## src/rtl/tge_txfull_pkg.sv

```systemverilog
// Shared types and constants for the 10GbE TX-full episode counter.
// Holds the FSM state encoding and default widths.
// No logic, no latency, no flow control.
package tge_txfull_pkg;

    localparam int DEF_CNT_WIDTH = 32;
    localparam int FILTER_CNT_W  = 8;

    typedef enum logic [1:0] {
        ST_IDLE   = 2'd0,
        ST_ARMING = 2'd1,
        ST_FULL   = 2'd2
    } txfull_state_e;

endpackage

```

## src/rtl/tge_rise_detect.sv

```systemverilog
// One-flop rising-edge detector.
// Latency: rise is combinational from din against the previous sampled value.
// No backpressure; level input, single-cycle pulse-qualified output.
module tge_rise_detect (
    input  logic clk,
    input  logic rst,
    input  logic din,
    output logic rise
);

    logic din_q;

    always_ff @(posedge clk or posedge rst) begin
        if (rst) begin
            din_q <= 1'b0;
        end else begin
            din_q <= din;
        end
    end

    assign rise = din & ~din_q;

endmodule

```

## src/rtl/tge_txfull_event_counter.sv

```systemverilog
// Counts filtered TX-buffer almost-full episodes for the software tx-full register.
// Latency: count visible one edge after the sample that qualifies the episode.
// No backpressure; tx_afull is observed every cycle, count saturates or wraps at max.
module tge_txfull_event_counter
    import tge_txfull_pkg::*;
#(
    parameter int CNT_WIDTH  = DEF_CNT_WIDTH,
    parameter int FILTER_LEN = 1,
    parameter int SATURATE   = 1
) (
    input  logic                 user_clk,
    input  logic                 user_rst,
    input  logic                 tx_afull,
    input  logic                 ctr_en,
    input  logic                 ctr_rst,
    output logic [CNT_WIDTH-1:0] cnt_out,
    output logic                 cnt_sat,
    output logic                 full_active
);

    localparam logic [FILTER_CNT_W:0] FILT_TGT = (FILTER_CNT_W + 1)'(FILTER_LEN);

    txfull_state_e           state_q;
    txfull_state_e           state_nxt;
    logic [FILTER_CNT_W-1:0] filt_q;
    logic [FILTER_CNT_W-1:0] filt_nxt;
    logic [FILTER_CNT_W:0]   filt_inc;
    logic                    qualify;
    logic                    clr;
    logic [CNT_WIDTH-1:0]    cnt_q;
    logic                    sat_q;

    tge_rise_detect u_clr_rise (
        .clk  (user_clk),
        .rst  (user_rst),
        .din  (ctr_rst),
        .rise (clr)
    );

    // Widened by one bit so the compare against FILTER_LEN cannot overflow.
    assign filt_inc = {1'b0, filt_q} + {{FILTER_CNT_W{1'b0}}, 1'b1};

    always_comb begin
        state_nxt = state_q;
        filt_nxt  = filt_q;
        qualify   = 1'b0;
        case (state_q)
            ST_IDLE: begin
                if (tx_afull) begin
                    if (FILTER_LEN == 1) begin
                        state_nxt = ST_FULL;
                        qualify   = 1'b1;
                    end else begin
                        state_nxt = ST_ARMING;
                        filt_nxt  = {{(FILTER_CNT_W-1){1'b0}}, 1'b1};
                    end
                end
            end
            ST_ARMING: begin
                if (!tx_afull) begin
                    state_nxt = ST_IDLE;
                    filt_nxt  = '0;
                end else if (filt_inc == FILT_TGT) begin
                    state_nxt = ST_FULL;
                    filt_nxt  = '0;
                    qualify   = 1'b1;
                end else begin
                    filt_nxt  = filt_inc[FILTER_CNT_W-1:0];
                end
            end
            ST_FULL: begin
                if (!tx_afull) begin
                    state_nxt = ST_IDLE;
                end
            end
            default: begin
                state_nxt = ST_IDLE;
                filt_nxt  = '0;
            end
        endcase
    end

    always_ff @(posedge user_clk or posedge user_rst) begin
        if (user_rst) begin
            state_q <= ST_IDLE;
            filt_q  <= '0;
        end else begin
            state_q <= state_nxt;
            filt_q  <= filt_nxt;
        end
    end

    // Clear takes priority over a coincident qualify; that episode is dropped.
    always_ff @(posedge user_clk or posedge user_rst) begin
        if (user_rst) begin
            cnt_q <= '0;
            sat_q <= 1'b0;
        end else if (clr) begin
            cnt_q <= '0;
            sat_q <= 1'b0;
        end else if (qualify && ctr_en) begin
            if (&cnt_q) begin
                sat_q <= 1'b1;
                if (SATURATE != 0) begin
                    cnt_q <= cnt_q;
                end else begin
                    cnt_q <= '0;
                end
            end else begin
                cnt_q <= cnt_q + CNT_WIDTH'(1);
            end
        end
    end

    assign cnt_out     = cnt_q;
    assign cnt_sat     = sat_q;
    assign full_active = (state_q == ST_FULL);

endmodule

```

## config.mk

```make
export PLATFORM = sky130hd
export DESIGN_NAME = tge_txfull_event_counter
export DESIGN_NICKNAME = d
export VERILOG_FILES = /design/src/rtl/tge_txfull_pkg.sv /design/src/rtl/tge_rise_detect.sv /design/src/rtl/tge_txfull_event_counter.sv
export SDC_FILE = /design/constraint.sdc
export NUM_CORES = 1
export LEC_CHECK = 0
export CAP_MARGIN = 40
export CORE_MARGIN = 2
export CORE_UTILIZATION = 40
export CTS_CLUSTER_SIZE = 24
export DETAILED_ROUTE_END_ITERATION = 6
export HOLD_SLACK_MARGIN = 0.06
export PLACE_DENSITY_LB_ADDON = 0.15
export SLEW_MARGIN = 20
export SYNTH_ARGS = -nofsm -noshare
export SYNTH_HDL_FRONTEND = slang
export SYNTH_SLANG_ARGS = --single-unit
```

## constraint.sdc

```tcl
create_clock -name user_clk -period 2.6 [get_ports user_clk]
set_input_delay 0.65 -clock user_clk [delete_from_list [all_inputs] [get_ports user_clk]]
set_output_delay 0.65 -clock user_clk [all_outputs]
set_load 0.005 [all_outputs]
```

; After elaboration in Yosys (flattened, before gate mapping)
; Index checks and enable logic that the tools add are counted.
[word_totals]
out_inout_bits = 34
in_bits = 5
word_cells = 43
ff_bits = 44
[classes]
reduce_logical = 9
n_mux = 18
n_addsub = 2
bitwise = 2
n_eq_ne = 7
[op_table]
columns = cell, n
row1 = $mux W32, 3
row2 = $add A32 B1 Y32 const B, 1
row3 = $reduce_and A32 Y1, 1
row4 = $mux W8, 2
row5 = $pmux W8 S2, 1
row6 = $add A8 B1 Y9 const B, 1
row7 = $eq A9 B1 Y1 const B, 1
row8 = $mux W2, 4
row9 = $mux W1, 6
row10 = $ne A2 B2 Y1 const B, 3
row11 = $pmux W2 S3, 1
row12 = $reduce_and A2 Y1, 2
row13 = $reduce_bool A2 Y1, 2
row14 = $ne A3 B3 Y1 const B, 1
row15 = $reduce_and A3 Y1, 1
row16 = $eq A2 B1 Y1 const B, 1
row17 = $eq A2 B2 Y1 const B, 1
row18 = $logic_not A2 Y1, 1
row19 = $pmux W1 S2, 1
row20 = $reduce_or A2 Y1, 1
row21 = $and A1 B1 Y1, 1
row22 = $logic_and A1 B1 Y1, 1
row23 = $not A1 Y1, 1

; Logic depth before layout (Yosys ltp)
[depth]
word_depth = 8
mapped_depth = 8
mapped_depth_nobuf = 6

; Cells and area by module
; Synthesis repeated with hierarchy kept, for this count alone.
[hier_totals]
hier_cells = 210
hier_area_um2 = 2015.7
[by_module_without_submodules]
columns = module, seq_area_each_um2, area_each_um2, instances, cells_each
row1 = tge_txfull_event_counter, 850.8, 1973.1, 1, 207
row2 = tge_rise_detect, 25.0, 42.5, 1, 3

; Least setup slack after synthesis
; Ideal clock, no wire load.
[synth_timing]
path_type = register to register
startpoint = reg cnt_q[0], in the netlist cnt_out[0]
endpoint = reg cnt_q[24], in the netlist cnt_out[24]
n_path_buf = 0
arrival_ns = 1.988
path_slack_ns = 0.535
required_time_ns = 2.523
synth_period_minus_slack_ns = 2.065
setup_time_ns = 0.077
stages_incl_launch_ff = 7
cell_sequence = dfrtp_1 -> ha_1 -> and4_4 -> nand4_2 -> or4_4 -> or4_1 -> a21oi_1
[synth_between]
elab_chain_cells = 4
elab_cells_between_ends = 7
cone_classes = add/sub (1) / eq/ne (1) / mux (3) / reduce/logical (2)
[synth_lines]
columns = element, line_no
row1 = from (decl), tge_txfull_event_counter.sv:30  ; logic [CNT_WIDTH-1:0] cnt_q;
row2 = from (signal assigned), tge_txfull_event_counter.sv:105  ; cnt_q <= cnt_q;
row3 = from (signal assigned), tge_txfull_event_counter.sv:110  ; cnt_q <= cnt_q + CNT_WIDTH'(1);
row4 = $add A32 B1 Y32, tge_txfull_event_counter.sv:110
row5 = $mux W32, tge_txfull_event_counter.sv:102  ; if (&cnt_q) begin
row6 = $mux W32, tge_txfull_event_counter.sv:101  ; end else if (qualify && ctr_en) begin
row7 = $mux W32, tge_txfull_event_counter.sv:98  ; end else if (clr) begin
; Several ways; a longest one is shown, not always the timed one. The select of a mux whose other input is x is not followed.
; A chain may end at the register's enable or synchronous reset.

; Worst setup path in the final report
[layout_timing]
startpoint = in tx_afull
endpoint = reg cnt_q[17], in the netlist cnt_out[17]
[layout_between]
elab_chain_cells = 5
elab_cells_between_ends = 6
cone_classes = mux (3) / reduce/logical (3)
[layout_lines]
columns = element, line_no
row1 = from (decl), tge_txfull_event_counter.sv:13  ; input logic tx_afull,
row2 = $mux W1 (on tied branches), "tge_txfull_event_counter.sv:60, tge_txfull_event_counter.sv:49"
row3 = $pmux W1 S2 (*), tge_txfull_event_counter.sv:47  ; case (state_q)
row4 = $logic_and A1 B1 Y1 (*), tge_txfull_event_counter.sv:101
row5 = $reduce_bool A2 Y1 (no source line) (*), --
row6 = $reduce_and A2 Y1 (no source line) (*), --
; Every way passes the cells marked *; elsewhere a longest branch is shown, timed or not.

==> results.cfg <==
[run_status]
outcome = finished clean

[placed_design]
gp_congestion = 0.7522
place_ws_ns = 0.009472
portBuffers = 38
hpwl_um = 3715

[global_routing]
grt_pass1_vias = 1839
grt_pass1_wl_um = 8583
grt_max_degree = 36
antenna_found_initial = 0
gr-total-overflow = 0
grt.total_usage_pct = 19.70

[setup_path]
r2r-end = cnt_out[10]
crit_required_ns = 2.82
crit_type = in2reg
crit_fanout = 25
reg2regPathDepth = 7
max_stage_delay_ns = 0.51
crit_start = tx_afull
critPathLaunchType = input port
crit_cells = 7
reg2reg_slack_ns = 0.32
end_kind = register
cp.arrival_ns = 2.51
cp_top_family = simple AND/OR/NAND/NOR gates
crit_chain = clkdlybuf4s50_1 > ha_1 > and2_1 > o21ai_4 > buf_8 > or4_1 > a21oi_1
reg2reg_from = cnt_out[0]
critical-path-slowest-cell = or4_1
cp_num_buf_inv = 2

[floorplanning]
row_count = 25
initial_core_util_pct = 42.34
die_y_um = 75.41
core_area_sq_um = 4817
die_area_sq_um = 5686
dieWidth_um = 75.41
ioPinCount = 39

[sta]
clock_skew_ns = 0.01272
finalHoldViolations = 0
slew_viol_final = 0
clock.fmax_mhz = 437.3
period_share_pct = 87.95
rsz0062_at_grt = false
relSlewSlack_pct = 63.66
post-route-min-period_ns = 2.287
setup_violations = 0
setup-tns-final_ns = 0
layout_setup_ws_ns = 0.3132
tightest_slew_ns = 0.5430

[layout]
antenna_cells = 0
drive_above_1_share_pct = 16.91
syn_to_final_growth_pct = 32.21
nNetsFinal = 279
final_common_cell = clkdlybuf4s50_1
mostFrequentLayoutCells = 38 x clkdlybuf4s50_1, 35 x dfrtp_1, 25 x a21oi_1, 24 x buf_4, 19 x nand2_1
final_core_util_pct = 55.97

[clock_tree]
htreeDepth = 2
cts_sinks = 35
numCtsBuffers = 5
clkTransAtPathRegs_ns = 0.08
cts_buffer_depth = 2
cts_root_buffer = clkbuf_8
insertion_delay_ns = 0.29
cts.repair.resized = 0
ctsHoldBuffers = 0
cts_tree = yes
post-cts-setup-buffers = 0

[synth]
synth_top_area_cell = dfrtp_1
syn-num-nets = 218
synth_xor_area_share_pct = 1.718
async_reset_ff_share_pct = 100.0
synth_top_family_by_area = simple AND/OR/NAND/NOR gates
avgSynthCellArea_sq_um = 9.666
yosys.area_share.simple_pct = 28.34
synthesis.instances = 211
synthDistinctLibCells = 41
synth_edf_count = 0
synth_top_area_share_pct = 42.94
synthMuxAreaShare_pct = 0
syn-cell-area_sq_um = 2039
synth_top_flop_cell = dfrtp_1
synth_fa_ha_area_share_pct = 1.227
synth-seq-area-share_pct = 42.94
synthTopCellsByArea = dfrtp_1 43%, a21oi_1 6.1%, o31ai_1 5.2%
ys_ff_latch = 35
synth-compound-area-share_pct = 19.94
synth_warnings = 0

[drt]
top_layer_used = met4
wl_um = 5213
wl_met1_um = 2425
routed-via-count = 1913
avgRoutedWirePerCell_um = 15.38
wl_met2_um = 2456
ant_nets = 0
drc = 0
vias_per_cell = 5.643
drt_iter0_markers = 140
drt_pass1_iterations = 4
met3_length_um = 254

[power_and_ir_drop]
pwr-share-clk_pct = 33.7
p_int_mw = 0.8817
leakage_nw = 1.058
vdd_drop_max_mv = 0.3465
finalPower_mw = 1.206
comb_power_share_pct = 18.0
power_density_nw_per_um2 = 447.3
p_sw_mw = 0.3242
p_seq_share_pct = 48.2
swShare_pct = 26.89

[job]
maxCapViolations = 0

[hold_path]
hold_end = cnt_sat
hp-start = cnt_sat
hold_class = reg2reg
min_path_cells = 1
## state kept, by name, indices dropped and copies added (netlist names)
signal / flops
state_q: 1
cnt_sat: 1
cnt_out: 32
u_clr_rise.din_q: 1
## power groups by stage
stage / logic [mW] / registers, mW / clock network [mW]
2_1_floorplan: 0.127 / 0.602 / 0
3_3_place_gp: 0.209 / 0.592 / 0
3_5_place_dp: 0.219 / 0.592 / 0
4_1_cts: 0.222 / 0.582 / 0.422
5_1_grt: 0.239 / 0.585 / 0.442
6_report: 0.218 / 0.582 / 0.407
## through the flow
stage	area [sq um]	hold slack, ns	cells
final	2696	0.4975	339
after global routing	2696	0.5180	339
after CTS	2696	0.5025	339
after detailed placement	2609	0.4832	332
after global placement	2594	0.4860	331
after floorplan	2039	0.4872	211
## cell families (layout without fill, tap and decap cells)
logic type      after synthesis  after routing
simple gates                 93             93
compound gates               61             61
flops                        35             35
buf+inv                      16             77
xor+xnor                      4              4
fa+ha+maj                     2              2
## Yosys cell counts (2+ instances only)
master,instances
nand4_1,10
inv_1,7
dfrtp_1,35
nor3_1,3
ha_1,2
nand3_1,8
or3_1,8
or4_1,14
a41o_1,2
and4_1,3
clkbuf_8,2
nand4_2,2
and3_1,4
o21ai_1,9
a21oi_1,25
a31oi_1,2
or4_4,2
xnor2_1,4
o31ai_1,14
buf_6,5
nand2_1,19
o21a_1,3
nor4_1,2
nor2_1,9
## how the worst max path moves through the flow
stage | end | slack (ns)
6_report | cnt_out[17] | 0.31
5_1_grt | cnt_out[26] | 0.16
4_1_cts | cnt_out[21] | 0.30
3_5_place_dp | cnt_out[21] | 0.009
3_3_place_gp | cnt_out[14] | 0.06
2_1_floorplan | cnt_out[24] | 0.53
## layer usage
layer  GRT usage, %  vias up
met1          27.13      920
met2          31.11       47
met5              0        -
met3          3.704        7
li1               -      939
met4          7.018        0
## cell type report
class / count / area, sq um
Fill cell: 482 / 2121
Multi-Input combinational cell: 160 / 1047
Sequential cell: 35 / 875.8
Timing Repair Buffer: 63 / 575.6
Tap cell: 67 / 83.83
Clock buffer: 6 / 82.58
Inverter: 7 / 26.28
Clock inverter: 1 / 5.005
Note: power is estimated with default switching activity, not from simulation.
